File: src/rtl/mult_switch_feeder.sv
// Multiplier-switch feeder: loads a stationary word, streams N words,
// counts returned products and flags completion or drain timeout.
module mult_switch_feeder #(
  parameter int DATA_W    = 16,
  parameter int CNT_W     = 8,
  parameter int DRAIN_MAX = 16
) (
  input  logic              clk,
  input  logic              rst,
  input  logic              i_start,
  input  logic [CNT_W-1:0]  i_stream_len,
  input  logic              i_src_valid,
  input  logic [DATA_W-1:0] i_src_data,
  output logic              o_src_ready,
  output logic              o_valid,
  output logic [DATA_W-1:0] o_data,
  output logic              o_stationary,
  input  logic              i_ms_valid,
  output logic              o_busy,
  output logic              o_done,
  output logic              o_err
);

  localparam int DCW = $clog2(DRAIN_MAX + 1);

  typedef enum logic [2:0] {
    S_IDLE,
    S_LOAD,
    S_STREAM,
    S_DRAIN,
    S_DONE
  } state_e;

  state_e state_q, state_d;

  logic [CNT_W-1:0]  len_q;
  logic [CNT_W-1:0]  issue_q;
  logic [CNT_W-1:0]  res_q;
  logic [DCW-1:0]    drain_q;
  logic              err_q;
  logic              ign_q;
  logic              valid_q;
  logic              stat_q;
  logic [DATA_W-1:0] data_q;

  logic              accept;
  logic              start_ok;
  logic              counting;
  logic              counted;
  logic [CNT_W-1:0]  issue_inc;
  logic [CNT_W-1:0]  res_inc;
  logic              res_full;
  logic [DCW-1:0]    drain_inc;
  logic              drain_hit;

  assign accept    = i_src_valid & o_src_ready;
  assign start_ok  = (state_q == S_IDLE) & i_start;
  assign counting  = (state_q == S_LOAD)
                   | (state_q == S_STREAM)
                   | (state_q == S_DRAIN);
  // Product counting saturates at len and skips the stale
  // product a preloaded switch emits on the stationary load.
  assign counted   = counting & i_ms_valid & ~ign_q
                   & (res_q != len_q);
  assign issue_inc = issue_q + CNT_W'(1);
  assign res_inc   = res_q + CNT_W'(counted);
  assign res_full  = (res_inc == len_q);
  assign drain_inc = counted ? '0 : drain_q + DCW'(1);
  assign drain_hit = (drain_inc == DCW'(DRAIN_MAX));

  // State register
  always_ff @(posedge clk or negedge rst) begin
    if (!rst) state_q <= S_IDLE;
    else      state_q <= state_d;
  end

  // Next-state logic
  always_comb begin
    state_d = state_q;
    unique case (state_q)
      S_IDLE: begin
        if (i_start) state_d = S_LOAD;
      end
      S_LOAD: begin
        if (accept)
          state_d = (len_q == '0) ? S_DONE : S_STREAM;
      end
      S_STREAM: begin
        if (accept && issue_inc == len_q)
          state_d = S_DRAIN;
      end
      S_DRAIN: begin
        if (res_full || drain_hit) state_d = S_DONE;
      end
      S_DONE:  state_d = S_IDLE;
      default: state_d = S_IDLE;
    endcase
  end

  // State-decoded outputs
  always_comb begin
    o_src_ready = 1'b0;
    o_busy      = 1'b1;
    o_done      = 1'b0;
    unique case (state_q)
      S_IDLE:   o_busy      = 1'b0;
      S_LOAD:   o_src_ready = 1'b1;
      S_STREAM: o_src_ready = 1'b1;
      S_DRAIN:  o_busy      = 1'b1;
      S_DONE:   o_done      = 1'b1;
      default:  o_busy      = 1'b0;
    endcase
  end

  // Issue register, counters and sticky error
  always_ff @(posedge clk or negedge rst) begin
    if (!rst) begin
      valid_q <= 1'b0;
      stat_q  <= 1'b0;
      data_q  <= '0;
      ign_q   <= 1'b0;
      len_q   <= '0;
      issue_q <= '0;
      res_q   <= '0;
      drain_q <= '0;
      err_q   <= 1'b0;
    end else begin
      valid_q <= accept;
      stat_q  <= accept & (state_q == S_LOAD);
      if (accept) data_q <= i_src_data;
      // Stale product shows up the cycle after the load issue.
      ign_q   <= valid_q & stat_q;
      if (start_ok) begin
        len_q   <= i_stream_len;
        issue_q <= '0;
        res_q   <= '0;
        drain_q <= '0;
        err_q   <= 1'b0;
      end else begin
        if (state_q == S_STREAM && accept)
          issue_q <= issue_inc;
        if (counted) res_q <= res_inc;
        if (state_q == S_DRAIN) begin
          drain_q <= drain_inc;
          if (drain_hit && !res_full) err_q <= 1'b1;
        end
      end
    end
  end

  assign o_valid      = valid_q;
  assign o_stationary = stat_q;
  assign o_data       = data_q;
  assign o_err        = err_q;

endmodule

File: config.mk
export PLATFORM = sky130hd
export DESIGN_NAME = mult_switch_feeder
export DESIGN_NICKNAME = d
export VERILOG_FILES = /design/src/rtl/mult_switch_feeder.sv
export SDC_FILE = /design/constraint.sdc
export NUM_CORES = 1
export LEC_CHECK = 0
export BUFFER_PORTS_ARGS = -buffer_cell sky130_fd_sc_hd__buf_4
export CORE_ASPECT_RATIO = 1.5
export CORE_MARGIN = 2
export CORE_UTILIZATION = 50
export CTS_BUF_LIST = sky130_fd_sc_hd__clkbuf_8
export CTS_CLUSTER_DIAMETER = 150
export DETAILED_ROUTE_END_ITERATION = 7
export GPL_TIMING_DRIVEN = 0
export PLACE_DENSITY = 0.71
export SLEW_MARGIN = 5
export SYNTH_ARGS = -nofsm -noshare
export SYNTH_HDL_FRONTEND = slang
export SYNTH_SLANG_ARGS = --single-unit
File: constraint.sdc
create_clock -name clk -period 3.5 [get_ports clk]
set_input_delay 0.7 -clock clk [delete_from_list [all_inputs] [get_ports clk]]
set_output_delay 0.7 -clock clk [all_outputs]
set_load 0.05 [all_outputs]
==> flow_summary.ini <==
[outcome]
run_status = completed

[sta]
setup_viol = 0
hold_viol_final = 0
fin_crit_ns = 3.26
rsz0062_at_grt = false
fin_ws_ns = 0.241
whs_ns = 0.415
clock_skew_ns = 0.0103
drv_slew = 0
fmax_mhz = 307
maxSlewHeadroom_pct = 54.6
finalCritPeriodShare_pct = 93.1
tightest_slew_ns = 0.678
tns_ns = 0

[detailed_routing]
totalWireLength_mm = 6.03
vias_per_cell = 5.42
drt-pass1-iter-count = 4
drc = 0
ant_nets = 0
wl_per_cell_um = 14.7
drtIter0Drc = 150
num_vias = 2218

[critical_path]
r2r-end = state_q[0]$_DFFE_PN0P_
criticalPathCategory = flop to flop
end_kind = flop
crit_path_start_kind = flop
reg2reg_depth = 13
worstReg2RegStart = state_q[0]$_DFFE_PN0P_
reg2reg_setup_slack_ns = 0.24
required_ns = 3.70
crit_path_max_fanout = 10
worstPathArrival_ns = 3.46

[yosys]
synth_seq_cells = 52
syn_avg_cell_area_um2 = 9.98
yosysTopAreaCellShare_pct = 46.4
synth_edf_count = 0
synth_area_leader_cell = dfrtp_1
ys_warn_count = 0
synth.lib_cells_used.distinct = 50
syn_nets = 314
synth_flop_cell = dfrtp_1
async_flop_share_pct = 100
syn_area_mm2 = 0.00281
synth_area_leaders = dfrtp_1, xnor2_1, mux2_2
yosysSeqAreaShare_pct = 46.4
syn_inst = 281

[place]
dp_slack_ns = -0.0242
gp_congestion = 0.946
dp_cells = 401
placed_cell_area_mm2 = 0.00327
hpwlAfterDp_mm = 4.42
io_buffers = 50

[global_route]
grt_max_degree = 53
grt_pass1_vias = 2213
antenna_found_initial = 0
grt_pass1_wl_mm = 10.1
track_usage_pct = 21.0
grt_overflow_total = 0

[floorplan]
initial_core_util_pct = 51.5
die_w_um = 65.2
core_mm2 = 0.00545
dieArea_mm2 = 0.00624
die-height_um = 95.7
pin_count = 51
num_rows = 33

[clocking]
clk_path_buf_depth = 2
root_buffer = clkbuf_8
clock_sinks = 52
cts_tree = built
htreeDepth = 2
clock_latency_ns = 0.31
path_clk_slew_ns = 0.10
cts_hold_buf = 0
numCtsBuffers = 5
post-cts-setup-buffers = 0

[final_layout]
final_cell_count_no_fill = 409
final_core_util_pct = 61.7
postLayoutCellArea_mm2 = 0.00336
fill_cells = 498
diodes = 0
finalNetCount = 371
syn_to_final_growth_pct = 19.8
drive_gt1_share_pct = 27.7

[run]
maxCapViolations = 0

[pwr]
power_leakage_nw = 1.50
finalPower_mw = 3.02
ir_drop_v = 0.000626
p_per_area_mw_per_mm2 = 898

[worst_hold_path]
hp-class = input port to async pin
==> cell usage after synthesis (all sizes together) (3+ instances only) <==
library cell and count:
xor2 8, nand2 41, and2 5, mux2 16, ha 4, clkbuf 7, nor4b 3, dfrtp 52
buf 9, nand3 11, inv 3, nor4 3, nor2b 4, nand4 6, o31ai 3, nor2 21
a22o 4, a21oi 3, xnor2 23, o21ai 18, a31oi 5, nor3 8
==> critical path: stages (launching register included) <==
cell and delay, ns:
dfrtp_1 0.33, buf_2 0.20, nor2_1 0.11, nor4b_2 0.29, o21a_2 0.29, buf_2 0.25, ha_1 0.27, ha_1 0.26
nand3_1 0.15, nor3_1 0.19, o2111ai_1 0.16, a211oi_2 0.31, nor3_2 0.11, or2_1 0.23
==> sequential cells by signal, summed over array words and instances (netlist names) <==
signal / flops
drain_q: 5
ign_q: 1
issue_q: 8
len_q: 8
o_data: 16
o_err: 1
o_stationary: 1
o_valid: 1
res_q: 8
state_q: 3
==> timing repair <==
item                                    CTS  global route
resized for setup                         0             1
endpoints found under the setup margin    0             3
hold endpoints to repair                  0             0
==> where the power goes <==
part	switching, mW	internal [mW]
Sequential	0.142	0.798
Clock	0.205	0.140
Combinational	1.08	0.650
==> final cells by class <==
class	instances	area, µm²	share of cell area [%]
well taps	70	87.6	2.61
multi-input cells	210	1400	41.7
repair buffers	50	375	11.2
flip-flops and latches	52	1300	38.7
clock buffers	5	68.8	2.05
inverters	3	11.3	0.335
clock inverters	3	18.8	0.558
plain buffers	16	96.3	2.87
==> routing by layer <==
layer	wire, µm	share of wire [%]	up-vias	global-route usage, %
met1	2460	41	1064	23.6
met3	238	3.9	10	4.21
li1	-	-	1089	-
met4	133	2.2	0	9.03
met5	0	0	-	0
met2	3200	53	55	38.4
==> kinds of logic (layout without fill, tap and decap cells) <==
| kind of cell | after synthesis | count (layout) | synth area share (%) |
|---|---|---|---|
| flip-flops | 52 | 52 | 46.4 |
| AO/OA/AOI/OAI | 47 | 47 | 11.3 |
| AND/OR/NAND/NOR | 112 | 112 | 20.3 |
| multiplexers | 16 | 16 | 6.42 |
| adder cells (fa/ha/maj) | 4 | 4 | 1.78 |
| buffers and inverters | 19 | 77 | 3.84 |
| XOR/XNOR | 31 | 31 | 9.95 |
==> worst max path at each step <==
stage / slack (ns) / start / endpoint
floorplan: 0.73 / i_ms_valid / state_q[0]$_DFFE_PN0P_
global placement: 0.007 / i_ms_valid / state_q[0]$_DFFE_PN0P_
detailed placement: -0.02 / i_ms_valid / state_q[0]$_DFFE_PN0P_
CTS: 0.1 / state_q[0]$_DFFE_PN0P_ / state_q[0]$_DFFE_PN0P_
global route: 0.09 / state_q[0]$_DFFE_PN0P_ / state_q[0]$_DFFE_PN0P_
finish: 0.24 / state_q[0]$_DFFE_PN0P_ / state_q[0]$_DFFE_PN0P_
==> cell usage in the layout (no fill, tap or decap), drive strengths merged, types with 2 or more instances in the layout <==
master   instances
a31oi            5
xor2             8
and2             5
mux2            16
ha               4
dfrtp           52
o2111ai          2
nand2b           2
o31ai            3
clkinv           3
and3             2
nand2           41
nor2b            4
o41ai            2
inv              3
xnor2           23
o21ai           18
nor4             3
nand3b           2
nand3           11
nand4            6
clkbuf          12
o21a             2
nor2            21
nor3             8
buf             59
nor4b            3
a22o             4
a21oi            3
Note: power is estimated with default switching activity, not from simulation.
